## src/rtl/db4_lattice_dwt.sv

```systemverilog
// db4_lattice_dwt: Daubechies-4 polyphase lattice analysis stage (one g/h pair per even/odd input pair).
// Latency: 2 clk from odd-sample acceptance to g/h/gh_valid; throughput one pair per two valid samples.
// Backpressure: none -- x_valid may be high every cycle; optional macro DB4_ROUND_EN selects round-half-up outputs.
module db4_lattice_dwt #(
    parameter int W = 8
) (
    input  logic                clk,
    input  logic                reset,
    input  logic signed [W-1:0] x_in,
    input  logic                x_valid,
    output logic signed [W:0]   g,
    output logic signed [W:0]   h,
    output logic                gh_valid,
    output logic signed [W+10:0] x_e,
    output logic signed [W+10:0] x_o,
    output logic                phase
);

    localparam int IW = W + 11;

    // Even sample waiting for its odd partner.
    logic signed [W-1:0]  r_even;
    // One-cycle flag: x_e/x_o hold a freshly scaled pair.
    logic                 r_pend;
    // Lattice delay: so[n-1] - A0(se[n-1]).
    logic signed [IW-1:0] r_low;

    logic signed [IW-1:0] w_up0;
    logic signed [IW-1:0] w_low0;
    logic signed [IW-1:0] w_up1;
    logic signed [IW-1:0] w_low1;
    logic signed [IW-1:0] w_low_next;
    logic signed [IW-1:0] w_g_full;
    logic signed [IW-1:0] w_h_full;
    logic                 w_unused_bits;

    // Scale by 124 = 128 - 4 after sign-extending to the lattice width.
    function automatic logic signed [IW-1:0] f_scale(input logic signed [W-1:0] x);
        logic signed [IW-1:0] v;
        v = {{(IW-W){x[W-1]}}, x};
        return (v <<< 7) - (v <<< 2);
    endfunction

    // a0 ~ 1.7321 as shift-add.
    function automatic logic signed [IW-1:0] f_a0(input logic signed [IW-1:0] v);
        return (v <<< 1) - (v >>> 2) - (v >>> 6) - (v >>> 8);
    endfunction

    // a1 ~ 0.2679 as shift-add.
    function automatic logic signed [IW-1:0] f_a1(input logic signed [IW-1:0] v);
        return (v >>> 2) + (v >>> 6) + (v >>> 8);
    endfunction

    assign w_up0      = x_e + f_a0(x_o);
    assign w_low0     = r_low;
    assign w_up1      = w_up0 - f_a1(w_low0);
    assign w_low1     = w_low0 + f_a1(w_up0);
    assign w_low_next = x_o - f_a0(x_e);

`ifdef DB4_ROUND_EN
    // Round half up before dropping the 8 fraction bits.
    assign w_g_full = w_up1 + IW'(128);
    assign w_h_full = w_low1 + IW'(128);
`else
    // Plain floor: the slice below is an arithmetic shift by 8.
    assign w_g_full = w_up1;
    assign w_h_full = w_low1;
`endif

    // Fraction bits and the sign-extension headroom are not needed at the output.
    assign w_unused_bits = ^{w_g_full[IW-1:W+9], w_g_full[7:0],
                             w_h_full[IW-1:W+9], w_h_full[7:0]};

    // Input pairing, scaling, lattice update and output registers.
    always_ff @(posedge clk) begin
        if (reset) begin
            r_even   <= '0;
            r_pend   <= 1'b0;
            r_low    <= '0;
            x_e      <= '0;
            x_o      <= '0;
            phase    <= 1'b0;
            g        <= '0;
            h        <= '0;
            gh_valid <= 1'b0;
        end else begin
            r_pend   <= x_valid & phase;
            gh_valid <= r_pend;
            if (x_valid) begin
                phase <= ~phase;
                if (!phase) begin
                    r_even <= x_in;
                end else begin
                    x_e <= f_scale(r_even);
                    x_o <= f_scale(x_in);
                end
            end
            if (r_pend) begin
                g     <= w_g_full[W+8:8];
                h     <= w_h_full[W+8:8];
                r_low <= w_low_next;
            end
        end
    end

endmodule
```

## config.mk

```make
export PLATFORM = sky130hd
export DESIGN_NAME = db4_lattice_dwt
export DESIGN_NICKNAME = d
export VERILOG_FILES = /design/src/rtl/db4_lattice_dwt.sv
export SDC_FILE = /design/constraint.sdc
export NUM_CORES = 1
export LEC_CHECK = 0
export ABC_AREA = 1
export BUFFER_PORTS_ARGS = -buffer_cell sky130_fd_sc_hd__clkbuf_2
export CAP_MARGIN = 40
export CORE_ASPECT_RATIO = 1.5
export CORE_UTILIZATION = 54
export DETAILED_ROUTE_END_ITERATION = 12
export GPL_TIMING_DRIVEN = 0
export PLACE_DENSITY = 0.72
export REMOVE_ABC_BUFFERS = 1
export SKIP_CTS_REPAIR_TIMING = 1
export SLEW_MARGIN = 20
export SYNTH_ARGS = -nofsm -noshare
export SYNTH_HDL_FRONTEND = slang
export SYNTH_SLANG_ARGS = --single-unit
```

## constraint.sdc

```tcl
create_clock -name clk -period 10.6 [get_ports clk]
set_input_delay 2.12 -clock clk [delete_from_list [all_inputs] [get_ports clk]]
set_output_delay 2.12 -clock clk [all_outputs]
set_load 0.05 [all_outputs]
```

==> results of run 1 <==
-- per-stage QoR --
stage / setup slack, ns / util (%) / instance area (µm²) / hold slack, ns / cells
floorplan: 2.49 / - / 9900 / 0.449 / 1268
global placement: 3.50 / 58.2 / 10500 / 0.463 / 1580
detailed placement: 3.48 / 58.4 / 10600 / 0.482 / 1583
CTS: 3.46 / 60.2 / 10900 / 0.497 / 1599
global route: 2.99 / 60.3 / 10900 / 0.514 / 1601
finish: 3.50 / 60.3 / 10900 / 0.495 / 1601
-- Yosys cell counts (6+ instances only) --
| library cell | number | area [µm²] |
|---|---|---|
| a21o_1 | 11 | 82.6 |
| a21oi_1 | 114 | 571 |
| a31oi_1 | 9 | 56.3 |
| buf_4 | 10 | 75.1 |
| clkbuf_1 | 17 | 63.8 |
| dfxtp_1 | 76 | 1520 |
| fa_1 | 110 | 2200 |
| ha_1 | 126 | 1580 |
| inv_1 | 304 | 1140 |
| nand2_1 | 163 | 612 |
| nand2_2 | 6 | 37.5 |
| nand3_1 | 51 | 255 |
| nor2_1 | 66 | 248 |
| nor3_1 | 12 | 60.1 |
| o21a_1 | 7 | 52.6 |
| o21ai_0 | 78 | 390 |
| o21bai_1 | 8 | 60.1 |
| o22ai_1 | 14 | 87.6 |
| or2_2 | 7 | 43.8 |
| xnor2_1 | 16 | 140 |
| xor2_1 | 30 | 263 |
-- routing by layer --
layer | up-vias | routed length [µm] | global-route usage, % | part of all wire (%)
met5 | - | 0 | 0 | 0
met4 | 0 | 1320 | 15.7 | 5.3
met3 | 64 | 653 | 3.51 | 2.6
met2 | 167 | 13700 | 53.9 | 55
met1 | 3840 | 9280 | 27.7 | 37
li1 | 4209 | - | - | -
-- critical path: cells and delay by family, from the launching register on --
kind,cells,cell delay (ns)
compound gates,6,1.07
xor+xnor,1,0.46
fa+ha+maj,7,3.30
buf+inv,5,0.64
flops,1,0.75
simple gates,9,0.75
-- registers in the layout (all words and copies together), names as in the netlist --
signal / flops
g: 9
gh_valid: 1
h: 9
phase: 1
r_even: 8
r_low: 19
r_pend: 1
x_e: 14
x_o: 14
-- cells in the final DEF, fill, tap and decap left out, drive strengths merged --
cell	n
nand2	170
conb	4
buf	5
clkbuf	73
a21boi	5
nor4	5
o221ai	1
o21a	7
xnor2	18
a21oi	115
nand3b	3
a211oi	1
nor3	13
o22ai	14
fa	110
o31ai	2
a31oi	10
nor2	66
ha	126
inv	311
a21o	11
clkinv	3
bufinv	1
o32ai	3
xnor3	1
dfxtp	76
o2111ai	1
nand4	5
o211ai	5
or2	7
o21bai	9
o21ai	82
xor2	31
and2	5
clkinvlp	1
nand3	53
-- worst paths after layout --
path,start,end,slack [ns]
min reg2reg,r_low[15]$_SDFFE_PP0P_,r_low[15]$_SDFFE_PP0P_,0.49
max,x_o[15]$_SDFFE_PP0P_,h[8]$_SDFFE_PP0P_,3.50
max reg2reg,x_o[15]$_SDFFE_PP0P_,h[8]$_SDFFE_PP0P_,3.50
min,r_low[15]$_SDFFE_PP0P_,r_low[15]$_SDFFE_PP0P_,0.49
-- logic make-up after synthesis --
| group | count (synthesis) |
|---|---|
| buffers and inverters | 339 |
| and+or+nand+nor | 327 |
| AOI/OAI and AO/OA | 266 |
| adders and majority gates | 236 |
| DFF | 76 |
| xor gates and xnor gates | 50 |
| other | 1 |
-- cell type report --
cell class / count / area (µm²) / share of cell area (%)
tap: 248 / 310 / 2.85
inverter: 309 / 1160 / 10.6
multi-input combinational: 883 / 7210 / 66.1
clock inverter: 7 / 88.8 / 0.815
sequential: 76 / 1520 / 14.0
clock buffer: 9 / 225 / 2.06
timing repair buffer: 69 / 385 / 3.53
==> metrics, run 1 <==
outcome complete, no violations; drt drc 0; GP Congestion 0.948; post-synthesis mux area share 0%; ANT nets after route 0; Compound-Gate Fraction of Synth Area 15.2%; Final Cycle Share 67.0%; Mapped Area 10000 µm²; flops & latches, synth 76; Ys Warns 0; Final Hold Fails 0; nets 1595; Seq/Total Area, Yosys 15.2%; H-Tree Depth 3; Post-Synth Simple-Gate Area 14.1%; RSZ-0062 raised after global routing false; # rows 60; Setup Skew 0.0119 ns; 1st-iter DRT viols 337; maxcap violations 0; largest net degree at the start of global routing 37; initial cell density of the core 55.5%; peak per-stage delay on the critical path 0.75 ns; CP max stage cell dfxtp_1; Setup TNS 0 ns; Die Span Y 169 µm; Worst-Skew Late Latency 0.36 ns; drt total wl 25000 µm; io pins 69; routed via count 8280; Post-Synth Adder-Cell Area 37.6%; CP Launch Type register; CP arrival 7.35 ns; Cell variety after synth 51; Required @ worst endpoint 10.86 ns; clk buf depth 2; Via density 5.17; antenna cells 0; first-pass GRT wire length 40300 µm; TritonCTS Sinks 76; syn_area_per_cell 7.75 µm²; type of destination of the critical path register; die width 113 µm; Cells on Worst Hold Path 2; critical path peak fanout 14; achievable frequency 141 MHz; r2r worst-path depth 28; CORE AREA 18100 µm²; Async S/R FF share, synth 0%; gr ovfl total 0; Slew Limit Fails 0; GRT Util Overall 27.7%; crit path kind reg2reg; layout cells sized above 1 8.50%; Syn Inst Count 1295; Least-Margin Pin Slew 0.747 ns; Final Setup Violations 0; ys flop type dfxtp_1; hold crit path type reg2reg; slew margin rel. 49.8%; CTS tree built; detail-routed net length per standard cell 15.6 µm; xor/xnor share of the synthesized area 4.84%; DIE AREA 19100 µm²; first-pass iteration count of the detailed router 5; root buffer cell clkbuf_16; CTS Buf Count 9; Final HPWL DP 21500 µm; Post-synth EDFFs 0; antenna violations before repair 0; number of port buffers 64; minimum clock period after layout 7.10 ns; fill count 1712; main combinational cell family by area after synthesis adder cells; number of global-route vias before repair 8282; Clk pin slew, worst setup/hold paths 0.07 ns; area growth from synthesis to layout 8.66%
Power of run 1 is left out: the tool's default activity adds up to more than one toggle a clock period on the data nets, which glitch-free logic cannot reach.
==> run 2, diff against run 1 <==
ABC_AREA = 0   (was 1)
PLACE_DENSITY = 0.73   (was 0.72)
clock period = 7.2 ns   (was 10.6 ns; I/O delays follow)
==> metrics, run 2 <==
outcome complete, no violations (unchanged); Worst R2R Start x_o[9]$_SDFFE_PP0P_ (was x_o[15]$_SDFFE_PP0P_); CTS tree built (unchanged); Final HPWL DP 19100 µm (was 21500 µm); CP dominant cell by count fa_1; commonest cells in the netlist inv_1 (227), ha_1 (126), fa_1 (110) (was inv_1 (304), nand2_1 (163), ha_1 (126)); Via density 5.49 (was 5.17); Final Hold Fails 0 (unchanged); leading post-synthesis cells by cell area fa_1 (23%), ha_1 (16%), dfxtp_1 (16%) (was fa_1 (22%), ha_1 (16%), dfxtp_1 (15%)); syn_area_per_cell 8.77 µm² (was 7.75 µm²); Worst-Skew Late Latency 0.35 ns (was 0.36 ns); nets 1398 (was 1595); Clk pin slew, worst setup/hold paths 0.06 ns (was 0.07 ns); Post-Synth Simple-Gate Area 10.3% (was 14.1%); hold endpoint h[4]$_SDFFE_PP0P_ (was r_low[15]$_SDFFE_PP0P_); io pins 69 (unchanged); Final Cycle Share 96.5% (was 67.0%); Compound-Gate Fraction of Synth Area 15.2% (about the same); Setup Skew 0.00550 ns (was 0.0119 ns); maxcap violations 0 (unchanged); antenna cells 0 (unchanged); antenna violations before repair 0 (unchanged); drt total wl 22800 µm (was 25000 µm); r2r worst-path depth 25 (was 28); initial cell density of the core 55.4% (was 55.5%); Required @ worst endpoint 7.42 ns (was 10.86 ns); routed via count 7522 (was 8280); GP Congestion 0.916 (was 0.948); first-pass iteration count of the detailed router 5 (unchanged); largest net degree at the start of global routing 29 (was 37); post-synthesis mux area share 1.47% (was 0%); RSZ-0062 raised after global routing false (unchanged); Post-synth EDFFs 0 (unchanged); xor/xnor share of the synthesized area 7.35% (was 4.84%); GRT Util Overall 26.5% (was 27.7%); fill count 1526 (was 1712); Final Setup Violations 0 (unchanged); number of port buffers 64 (unchanged); min-delay src h[4]$_SDFFE_PP0P_ (was r_low[15]$_SDFFE_PP0P_); most frequent cells in the layout inv_1 (224), ha_1 (126), fa_1 (110) (was inv_1 (304), nand2_1 (163), ha_1 (126)); ys flop type dfxtp_1 (unchanged); number of global-route vias before repair 7742 (was 8282); Buf/Inv on CP 5 (unchanged); CORE AREA 17300 µm² (was 18100 µm²); minimum clock period after layout 6.94 ns (was 7.10 ns); Ys Warns 0 (unchanged); Seq/Total Area, Yosys 15.8% (was 15.2%); Least-Margin Pin Slew 0.745 ns (was 0.747 ns); flops & latches, synth 76 (unchanged); most numerous cell in the Yosys netlist inv_1 (unchanged); H-Tree Depth 3 (unchanged); Syn Inst Count 1096 (was 1295); ANT nets after route 0 (unchanged); clk buf depth 2 (unchanged); share of the synthesized area in the top cell type 22.9% (was 21.9%); TritonCTS Sinks 76 (unchanged); Yosys top cell by area fa_1 (unchanged); Cell variety after synth 66 (was 51); Async S/R FF share, synth 0% (unchanged); first-pass GRT wire length 37900 µm (was 40300 µm); R2R Setup Slk 0.26 ns (was 3.50 ns); root buffer cell clkbuf_16 (unchanged); crit path kind reg2reg (unchanged); Reg area 1530 µm² (was 1520 µm²); multi-input logic area 7140 µm² (was 7210 µm²); hold crit path type reg2reg (unchanged); Cells on Worst Hold Path 2 (unchanged); area growth from synthesis to layout 9.16% (was 8.66%); CTS Buf Count 9 (unchanged); most common cell after layout, fill and taps aside inv_1 (unchanged); CP arrival 7.16 ns (was 7.35 ns); DIE AREA 18300 µm² (was 19100 µm²); Top reg by flops r_low (unchanged); achievable frequency 144 MHz (was 141 MHz); top flop regs r_low: 19 flops, x_e: 14 flops, x_o: 14 flops (unchanged); slew margin rel. 50.3% (was 49.8%); CP max stage cell fa_1 (was dfxtp_1); CP Launch Type register (unchanged); FF-to-FF End h[8]$_SDFFE_PP0P_ (unchanged); # rows 59 (was 60); cell family with most CP delay adder cells (unchanged); number of flip-flops in the largest register 19 (unchanged); post-layout util 60.4% (was 60.3%); critical path peak fanout 5 (was 14); main combinational cell family by area after synthesis adder cells (unchanged); detail-routed net length per standard cell 16.7 µm (was 15.6 µm); type of destination of the critical path register (unchanged); gr ovfl total 0 (unchanged); 1st-iter DRT viols 321 (was 337); Mapped Area 9610 µm² (was 10000 µm²); Slew Limit Fails 0 (unchanged); Die Span Y 165 µm (was 169 µm); layout cells sized above 1 10.2% (was 8.50%); die width 111 µm (was 113 µm); peak per-stage delay on the critical path 0.53 ns (was 0.75 ns); Post-Synth Adder-Cell Area 39.3% (was 37.6%); drt drc 0 (unchanged)
[run 2: cell types whose count changed after synthesis, sizes merged, moves of 11 or more]
cell / change
nand2: -87
mux2i: +13
xnor2: +17
xor2: +12
a21oi: -58
nand2b: +11
nand3: -38
inv: -78
o22ai: -11
nor2: -24
o21ai: -25
[run 2: worst max path at each step]
stage	start	to	slack, ns	depth (start not counted)
floorplan	x_o[15]$_SDFFE_PP0P_	h[8]$_SDFFE_PP0P_	-1.26	25
finish	x_o[9]$_SDFFE_PP0P_	h[8]$_SDFFE_PP0P_	0.26	25
CTS	x_o[15]$_SDFFE_PP0P_	h[8]$_SDFFE_PP0P_	-0.51	24
detailed placement	x_o[15]$_SDFFE_PP0P_	h[8]$_SDFFE_PP0P_	-0.49	24
global route	x_o[9]$_SDFFE_PP0P_	h[8]$_SDFFE_PP0P_	0.0008	25
global placement	x_o[15]$_SDFFE_PP0P_	h[8]$_SDFFE_PP0P_	-0.39	24
[run 2: worst register-to-register path, cell delays in order (launching register included)]
cell       delay (ns)
dfxtp_1          0.48
inv_2            0.15
fa_1             0.51
fa_1             0.53
inv_1            0.06
fa_1             0.49
inv_1            0.06
ha_1             0.30
a21o_1           0.16
a21o_1           0.22
a211oi_2         0.29
o31ai_1          0.15
a311o_1          0.41
o21a_1           0.16
xor2_2           0.20
fa_1             0.52
inv_1            0.05
fa_1             0.49
inv_1            0.04
ha_1             0.37
and3_1           0.27
nand3_1          0.19
a2111oi_2        0.38
nor3_1           0.12
xnor2_1          0.15
o21ai_1          0.07
[run 2: cells by family after synthesis]
family,Yosys count
muxes,14
DFF,76
and+or+nand+nor,208
AOI/OAI and AO/OA,222
other,1
xor gates and xnor gates,79
buffers and inverters,260
adders and majority gates,236
[run 2: layout make-up]
cell class / count / share of cell area, %
Multi-Input combinational cell: 763 / 68.1
Clock buffer: 10 / 2.18
Sequential cell: 76 / 14.6
Timing Repair Buffer: 72 / 3.96
Tap cell: 213 / 2.54
Inverter: 229 / 8.23
Clock inverter: 6 / 0.394
[run 2: through the flow]
| step | setup TNS [ns] | cells | setup slack, ns | hold WS [ns] | area [µm²] |
|---|---|---|---|---|---|
| 3_5_place_dp | -1.99 | 1348 | -0.489 | 0.439 | 10100 |
| 5_1_grt | 0 | 1369 | 0.000784 | 0.460 | 10500 |
| 6_report | 0 | 1369 | 0.255 | 0.443 | 10500 |
| 3_3_place_gp | -1.36 | 1345 | -0.394 | 0.432 | 10100 |
| 2_1_floorplan | -11.73 | 1068 | -1.26 | 0.426 | 9460 |
| 4_1_cts | -2.16 | 1364 | -0.512 | 0.448 | 10400 |
[run 2: per-layer routing]
| metal | part of all wire [%] | track usage, % | vias to the layer above |
|---|---|---|---|
| met5 | 0 | 0 | - |
| met4 | 4.8 | 15.3 | 0 |
| met3 | 2.9 | 3.76 | 65 |
| met2 | 55 | 51.6 | 167 |
| met1 | 37 | 27.0 | 3597 |
| li1 | - | - | 3693 |
Power of run 2 is left out for the same reason.
==> run 3, diff against run 2 <==
CTS_BUF_LIST = sky130_fd_sc_hd__clkbuf_4 sky130_fd_sc_hd__clkbuf_8 sky130_fd_sc_hd__clkbuf_16   (was default)
==> metrics, run 3 (synthesis results as in run 2) <==
number of global-route vias before repair 7742 (unchanged); Final Cycle Share 96.4% (was 96.5%); min-delay src h[4]$_SDFFE_PP0P_ (unchanged); antenna violations before repair 0 (unchanged); post-layout util 60.5% (was 60.4%); Die Span Y 165 µm (unchanged); minimum clock period after layout 6.94 ns (about the same); drt total wl 22800 µm (about the same); Setup Skew 0.00551 ns (was 0.00550 ns); largest net degree at the start of global routing 29 (unchanged); Post-Place Setup Slack -0.489 ns (unchanged); CTS tree built (unchanged); clk buf depth 2 (unchanged); Clk pin slew, worst setup/hold paths 0.06 ns (about the same); # rows 59 (unchanged); most common cell after layout, fill and taps aside inv_1 (unchanged); GP Congestion 0.916 (unchanged); TritonCTS Sinks 76 (unchanged); Final Hold Fails 0 (unchanged); Reg area 1530 µm² (unchanged); number of flip-flops in the largest register 19 (unchanged); number of port buffers 64 (unchanged); multi-input logic area 7140 µm² (unchanged); io pins 69 (unchanged); hold slack 0.443 ns (unchanged); RSZ-0062 raised after global routing false (unchanged); detail-routed net length per standard cell 16.7 µm (about the same); hold crit path type reg2reg (unchanged); routed via count 7522 (unchanged); Via density 5.49 (unchanged); area growth from synthesis to layout 9.20% (was 9.16%); top flop regs r_low: 19 flops, x_e: 14 flops, x_o: 14 flops (unchanged); CP Launch Type register (unchanged); Required @ worst endpoint 7.42 ns (about the same); ANT nets after route 0 (unchanged); Final HPWL DP 19100 µm (unchanged); nets 1398 (unchanged); layout cells sized above 1 10.3% (was 10.2%); Top reg by flops r_low (unchanged); slew margin rel. 50.3% (unchanged); die width 111 µm (unchanged); initial cell density of the core 55.4% (unchanged); H-Tree Depth 3 (unchanged); root buffer cell clkbuf_16 (unchanged); maxcap violations 0 (unchanged); CORE AREA 17300 µm² (unchanged); worst setup margin 0.259 ns (was 0.255 ns); achievable frequency 144 MHz (about the same); critical path peak fanout 5 (unchanged); antenna cells 0 (unchanged); gr ovfl total 0 (unchanged); drt drc 0 (unchanged); Least-Margin Pin Slew 0.745 ns (unchanged); CP startpoint x_o[9]$_SDFFE_PP0P_ (unchanged); crit path kind reg2reg (unchanged); GRT Util Overall 26.5% (unchanged); type of destination of the critical path register (unchanged); 1st-iter DRT viols 321 (unchanged); first-pass GRT wire length 37900 µm (unchanged); Worst-Skew Late Latency 0.35 ns (about the same); Setup TNS 0 ns (unchanged); CP arrival 7.16 ns (about the same); Slew Limit Fails 0 (unchanged); first-pass iteration count of the detailed router 5 (unchanged); Final Setup Violations 0 (unchanged); outcome complete, no violations (unchanged); DIE AREA 18300 µm² (unchanged); CTS Buf Count 9 (unchanged); Worst R2R Start x_o[9]$_SDFFE_PP0P_ (unchanged); fill count 1527 (was 1526); most frequent cells in the layout inv_1 (224), ha_1 (126), fa_1 (110) (unchanged)
-- run 3: cell counts in the layout (fill, tap and decap cells not counted) --
No cell type changed its count.
-- run 3: path summary, 6_finish.rpt --
kind | to | slack, ns | cells past startpoint
worst min-delay path | h[4]$_SDFFE_PP0P_ | 0.44 | 2
worst max register to register | h[8]$_SDFFE_PP0P_ | 0.26 | 25
worst min register to register | h[4]$_SDFFE_PP0P_ | 0.44 | 2
worst max-delay path | h[8]$_SDFFE_PP0P_ | 0.26 | 25
-- run 3: through the flow --
step / cell area [µm²] / cells
6_report: 10500 / 1369
5_1_grt: 10500 / 1369
4_1_cts: 10400 / 1364
3_5_place_dp: 10100 / 1348
3_3_place_gp: 10100 / 1345
2_1_floorplan: 9460 / 1068
-- run 3: final cells by class --
cell class                 count  area share [%]
clock buffer                  10            2.22
clock inverter                 6           0.394
inverter                     229            8.23
multi-input combinational    763            68.1
sequential                    76            14.6
tap                          213            2.54
timing repair buffer          72            3.96
-- run 3: critical path, stage by stage (launching register included) --
cell and delay (ns):
dfxtp_1 0.48, inv_2 0.15, fa_1 0.51, fa_1 0.53
inv_1 0.06, fa_1 0.49, inv_1 0.06, ha_1 0.30
a21o_1 0.16, a21o_1 0.22, a211oi_2 0.29, o31ai_1 0.15
a311o_1 0.41, o21a_1 0.16, xor2_2 0.20, fa_1 0.52
inv_1 0.05, fa_1 0.49, inv_1 0.04, ha_1 0.37
and3_1 0.26, nand3_1 0.19, a2111oi_2 0.37, nor3_1 0.12
xnor2_1 0.15, o21ai_1 0.07
-- run 3: metal layers --
metal,routed length [µm],track usage (%),part of all wire [%]
met5,0,0,0
met3,658,3.76,2.9
met1,8530,27.0,37
met2,12500,51.6,55
met4,1100,15.3,4.8
Power of run 3 is left out for the same reason.
